$ cat config.mk
export PLATFORM = sky130hd
export DESIGN_NAME = serial_rx_package
export DESIGN_NICKNAME = d
export VERILOG_FILES = /design/src/rtl/serial_rx_package_pkg.sv /design/src/rtl/serial_rx_package_word.sv /design/src/rtl/serial_rx_package.sv
export SDC_FILE = /design/constraint.sdc
export NUM_CORES = 1
export LEC_CHECK = 0
export CORE_AREA = 2 2 88 90
export DETAILED_ROUTE_END_ITERATION = 8
export DIE_AREA = 0 0 90 92
export PLACE_DENSITY = 0.94
export REMOVE_ABC_BUFFERS = 1
export SYNTH_ARGS = -nofsm -noshare
export SYNTH_HDL_FRONTEND = slang
export SYNTH_SLANG_ARGS = --single-unit
$ cat constraint.sdc
create_clock -name clk -period 4.3 [get_ports clk]
set_input_delay 1.29 -clock clk [delete_from_list [all_inputs] [get_ports clk]]
set_output_delay 1.29 -clock clk [all_outputs]
set_load 0.01 [all_outputs]
$ cat src/rtl/serial_rx_package_pkg.sv
// ============================================================================
// serial_rx_package_pkg : shared serial framing constants and receiver states
// Revision 1.0
// ============================================================================
`default_nettype none

package serial_rx_package_pkg;

  typedef enum logic [2:0] {
    IDLE      = 3'd0,
    START     = 3'd1,
    DATA      = 3'd2,
    STOP      = 3'd3,
    WAIT_IDLE = 3'd4
  } rx_state_e;

  localparam logic c_start_bit = 1'b0;
  localparam logic c_stop_bit  = 1'b1;

endpackage

`default_nettype wire

$ cat src/rtl/serial_rx_package_word.sv
// ============================================================================
// serial_rx_package_word : rx synchroniser, bit timer and byte-framing FSM
// Revision 1.0
// ============================================================================
`default_nettype none

module serial_rx_package_word
  import serial_rx_package_pkg::*;
#(
  parameter int WORD_WIDTH         = 8,
  parameter int SERIAL_TIMER_WIDTH = 8
) (
  input  logic                  clk,
  input  logic                  rst,
  input  logic                  i_rx,
  output logic [WORD_WIDTH-1:0] o_word,
  output logic                  o_word_valid,
  output logic                  o_frame_error,
  output logic                  o_idle
);

  localparam int BCW = (WORD_WIDTH > 1) ? $clog2(WORD_WIDTH) : 1;
  localparam logic [SERIAL_TIMER_WIDTH-1:0] c_half =
    {1'b1, {(SERIAL_TIMER_WIDTH-1){1'b0}}};
  localparam logic [BCW-1:0] c_last_bit = BCW'(WORD_WIDTH - 1);

  logic                          sync1_q, sync2_q, rx_prev_q;
  rx_state_e                     state_q, state_d;
  logic [SERIAL_TIMER_WIDTH-1:0] timer_q, timer_d;
  logic [BCW-1:0]                bit_cnt_q, bit_cnt_d;
  logic [WORD_WIDTH-1:0]         shift_q, shift_d;

  logic w_rx, w_fall, w_tick, w_mid;
  assign w_rx   = sync2_q;
  assign w_fall = rx_prev_q & ~sync2_q;
  assign w_tick = (timer_q == '1);
  assign w_mid  = (timer_q == c_half);

  always_ff @(posedge clk or negedge rst) begin
    if (!rst) begin
      sync1_q   <= 1'b1;
      sync2_q   <= 1'b1;
      rx_prev_q <= 1'b1;
      state_q   <= IDLE;
      timer_q   <= '0;
      bit_cnt_q <= '0;
      shift_q   <= '0;
    end else begin
      sync1_q   <= i_rx;
      sync2_q   <= sync1_q;
      rx_prev_q <= sync2_q;
      state_q   <= state_d;
      timer_q   <= timer_d;
      bit_cnt_q <= bit_cnt_d;
      shift_q   <= shift_d;
    end
  end

  always_comb begin
    state_d   = state_q;
    timer_d   = timer_q + 1'b1;
    bit_cnt_d = bit_cnt_q;
    shift_d   = shift_q;
    case (state_q)
      IDLE: begin
        timer_d   = '0;
        bit_cnt_d = '0;
        if (w_fall) state_d = START;
      end
      START: begin
        // A start bit that is high again at mid-bit is treated as a glitch.
        if (w_mid) begin
          timer_d = '0;
          state_d = (w_rx == c_start_bit) ? DATA : IDLE;
        end
      end
      DATA: begin
        if (w_tick) begin
          shift_d   = {w_rx, shift_q[WORD_WIDTH-1:1]};
          bit_cnt_d = bit_cnt_q + 1'b1;
          if (bit_cnt_q == c_last_bit) begin
            bit_cnt_d = '0;
            state_d   = STOP;
          end
        end
      end
      STOP: begin
        if (w_tick) state_d = (w_rx == c_stop_bit) ? IDLE : WAIT_IDLE;
      end
      WAIT_IDLE: begin
        if (!w_rx)       timer_d = '0;
        else if (w_tick) state_d = IDLE;
      end
      default: state_d = IDLE;
    endcase
  end

  always_comb begin
    o_word_valid  = 1'b0;
    o_frame_error = 1'b0;
    o_idle        = (state_q == IDLE);
    if (state_q == STOP && w_tick) begin
      if (w_rx == c_stop_bit) o_word_valid  = 1'b1;
      else                    o_frame_error = 1'b1;
    end
  end

  assign o_word = shift_q;

endmodule

`default_nettype wire

$ cat src/rtl/serial_rx_package.sv
// ============================================================================
// serial_rx_package : assembles 2**ADDRESS_WIDTH serial words into one package
// Revision 1.0
// ============================================================================
`default_nettype none

module serial_rx_package
  import serial_rx_package_pkg::*;
#(
  parameter int ADDRESS_WIDTH      = 2,
  parameter int WORD_WIDTH         = 8,
  parameter int SERIAL_TIMER_WIDTH = 8,
  parameter int TIMEOUT_WIDTH      = SERIAL_TIMER_WIDTH + 4
) (
  input  logic                                 clk,
  input  logic                                 rst,
  input  logic                                 rx,
  output logic [(WORD_WIDTH<<ADDRESS_WIDTH)-1:0] Q,
  output logic                                 finish,
  output logic                                 frameError,
  output logic                                 busy
);

  localparam int PKG_WIDTH = WORD_WIDTH << ADDRESS_WIDTH;

  logic [WORD_WIDTH-1:0] w_word;
  logic                  w_word_valid, w_frame_error, w_idle;

  serial_rx_package_word #(
    .WORD_WIDTH        (WORD_WIDTH),
    .SERIAL_TIMER_WIDTH(SERIAL_TIMER_WIDTH)
  ) u_word (
    .clk          (clk),
    .rst          (rst),
    .i_rx         (rx),
    .o_word       (w_word),
    .o_word_valid (w_word_valid),
    .o_frame_error(w_frame_error),
    .o_idle       (w_idle)
  );

  logic [ADDRESS_WIDTH-1:0] idx_q, idx_d;
  logic [PKG_WIDTH-1:0]     shadow_q, shadow_d;
  logic [PKG_WIDTH-1:0]     q_q, q_d;
  logic [TIMEOUT_WIDTH-1:0] idle_cnt_q, idle_cnt_d;
  logic                     finish_q, finish_d;
  logic                     frame_error_q, frame_error_d;

  always_ff @(posedge clk or negedge rst) begin
    if (!rst) begin
      idx_q         <= '0;
      shadow_q      <= '0;
      q_q           <= '0;
      idle_cnt_q    <= '0;
      finish_q      <= 1'b0;
      frame_error_q <= 1'b0;
    end else begin
      idx_q         <= idx_d;
      shadow_q      <= shadow_d;
      q_q           <= q_d;
      idle_cnt_q    <= idle_cnt_d;
      finish_q      <= finish_d;
      frame_error_q <= frame_error_d;
    end
  end

  always_comb begin
    idx_d         = idx_q;
    shadow_d      = shadow_q;
    q_d           = q_q;
    idle_cnt_d    = '0;
    finish_d      = 1'b0;
    frame_error_d = w_frame_error;
    if (w_frame_error) begin
      idx_d = '0;
    end else if (w_word_valid) begin
      shadow_d[idx_q*WORD_WIDTH +: WORD_WIDTH] = w_word;
      idx_d = idx_q + 1'b1;
      if (idx_q == '1) begin
        q_d      = shadow_d;
        finish_d = 1'b1;
      end
    end else if (idx_q != '0 && w_idle) begin
      // Partial package silently dropped once the line idles too long.
      if (idle_cnt_q == '1) idx_d = '0;
      else                  idle_cnt_d = idle_cnt_q + 1'b1;
    end
  end

  assign Q          = q_q;
  assign finish     = finish_q;
  assign frameError = frame_error_q;
  assign busy       = (idx_q != '0) || !w_idle;

endmodule

`default_nettype wire
==> results.yml <==
run_status:
  outcome: "completed"
sta:
  fin_tns_setup_ns: 0
  relSlewSlack_pct: 26.9
  clock_skew_ns: 0.0108
  tightest_slew_ns: 1.09
  fin_ws_ns: 1.05
  max_freq_mhz: 307
  timing.final.crit_share_pct: 75.7
  period_needed_ns: 3.25
  setup-violations-final: 0
  drv_slew: 0
  hold_ws_ns: 0.364
  grt_setup_unrepaired: "false"
  hold_viol: 0
setup_path:
  arrival_ns: 1.96
  worstReg2RegEnd: "Q[28]"
  cp.depth: 4
  cp-startpoint: "u_word.state_q[0]"
  cpPeakStageDelay_ns: 0.52
  regToRegStartpoint: "u_word.sync2_q"
  rr_worst_depth: 4
  critPathBufInv: 1
  endpoint_kind: "output port"
  r2r_slack_ns: 1.76
  cp_top_family: "simple AND/OR/NAND/NOR gates"
  cp.required_ns: 3.01
  startpoint_type: "register"
  slowest_stage: "dfrtp_1"
  crit_end: "busy"
  cp_max_fo: 11
  worstPathCellList: "or2_2 -> nor2_1 -> nand2_1 -> clkdlybuf4s50_1"
  crit_type: "register to output port"
global_route:
  antenna_found_initial: 0
  grt_pass1_vias: 3468
  grt_max_degree: 45
  grt.total_usage_pct: 24.6
  grt_pass1_wl_microns: 16200
  globalRouteOverflowTotal: 0
clock_tree:
  ctsResizeCount: 0
  cts.htree.levels: 3
  cts_root_buf: "clkbuf_8"
  cts_setup_buffers: 0
  cts_tree: "built"
  numClockSinks: 97
  cts_buffer_depth: 2
  path_clk_slew_ns: 0.09
  numCtsBuffers: 9
  ctsHoldBuffers: 0
  clk_latency_ns: 0.36
placement:
  dp.final_hpwl_microns: 6260
  post-place-ws_ns: 1.46
  place_congestion: 0.866
  portBuffers: 37
drt:
  antenna_left: 0
  wl_microns: 9450
  drtIter0Drc: 201
  drc: 0
  first_pass_iters: 6
  viasPerCell: 5.81
  post_drt_wl_per_cell_microns: 15.9
  vias: 3452
synth:
  synth-edff-count: 0
  synth_top_area_share_pct: 52.8
  synth_top_area_cell: "dfrtp_1"
  avgSynthCellArea_sq_um: 9.73
  synthCells: 458
  ys.flop_type: "dfrtp_1"
  synth_area_leaders: "dfrtp_1 53%, nand2_1 7.9%, o21ai_0 6.4%"
  synthArstFlopShare_pct: 100
  ys_warn_count: 0
  netlist-cell-type-count: 42
  syn_area_sq_mm: 0.00446
  yosysSeqAreaShare_pct: 54.6
  synth_seq_cells: 97
min_path:
  hold_start: "u_word.sync1_q"
  hold_class: "register to register"
finish:
  layout_common_cells: "94 x dfrtp_1, 94 x nand2_1, 57 x o21ai_0, 36 x clkdlybuf4s50_1, 26 x nor2_1"
  syn2layout_area_growth_pct: 15.5
  nNetsFinal: 500
  drive_gt1_share_pct: 10.2
  antenna_cells: 0
  n_fill_cell: 568
floorplan:
  dieArea_sq_mm: 0.00828
  die_w_microns: 90
  io_pins: 38
  die_h_microns: 92
  core_region_area_sq_mm: 0.00745
  std_cell_rows: 32
  start_util_pct: 59.8
power:
  power.density_mw_per_mm2: 358
  peakVddDrop_v: 0.000187
  p_leak_nw: 2.22
run:
  drv_cap: 0
## sequential cells by signal, summed over array words and instances (netlist names)
name,cells
u_word.timer_q,8
finish,1
idle_cnt_q,12
shadow_q,24
u_word.bit_cnt_q,3
frameError,1
u_word.o_word,8
u_word.state_q,3
Q,32
idx_q,2
u_word.sync2_q,1
u_word.rx_prev_q,1
u_word.sync1_q,1
## synthesized netlist by cell type, types with 3 or more instances
master,n
and4_1,3
a22o_1,6
nor2b_1,18
nand3_1,12
dfrtp_1,94
xnor2_1,7
inv_1,16
xor2_1,9
a21oi_1,18
buf_2,4
nand2_1,94
o21ai_0,57
nor2_1,26
nand4_1,7
clkbuf_1,21
ha_1,10
nor3_1,5
mux2_2,16
dfstp_2,3
and3_1,5
## metrics by stage
stage	power (mW)	area, sq um	util, %	std cells
floorplan	1.09	4360	-	433
global placement	1.14	4900	65.8	578
detailed placement	1.15	4900	65.8	578
CTS	1.86	5150	69.1	594
global route	1.92	5150	69.1	594
finish	1.84	5150	69.1	594
## how the worst min path moves through the flow
stage,to,slack [ns],depth (start not counted)
6_report,u_word.sync2_q,0.36,0
5_1_grt,u_word.sync2_q,0.37,0
4_1_cts,u_word.sync2_q,0.36,0
3_5_place_dp,u_word.sync2_q,0.35,0
3_3_place_gp,u_word.sync2_q,0.35,0
2_1_floorplan,u_word.sync2_q,0.35,0
## layout make-up
class | count | area [sq um] | area share (%)
inverter | 16 | 60.1 | 1.17
sequential | 97 | 2430 | 47.2
timing repair buffer | 43 | 413 | 8.02
multi-input combinational | 320 | 1870 | 36.2
tap | 102 | 128 | 2.48
clock inverter | 6 | 113 | 2.19
clock buffer | 10 | 138 | 2.67
## layer usage
| metal | global-route usage [%] | wire [microns] | vias up |
|---|---|---|---|
| met5 | 0 | 0 | - |
| met4 | 13.6 | 289 | 0 |
| met3 | 4.11 | 453 | 28 |
| met2 | 40.5 | 4760 | 125 |
| met1 | 31.2 | 3960 | 1680 |
| li1 | - | - | 1619 |
## report_power, final
group / switching, mW / total [mW] / internal (mW)
registers: 0.0563 / 1.00 / 0.946
logic: 0.0788 / 0.126 / 0.0469
clock network: 0.310 / 0.714 / 0.404
## cells by family (layout without fill, tap and decap cells)
family                     after synthesis  after routing  synth area share (%)
xor gates and xnor gates                16             16                  3.15
AOI/OAI and AO/OA                       91             91                  11.5
adders and majority gates               10             10                  2.81
DFF                                     97             97                  54.6
and+or+nand+nor                        187            187                  20.4
buffers and inverters                   41             75                  3.57
muxes                                   16             16                  4.04
Note: power is estimated with default switching activity, not from simulation.
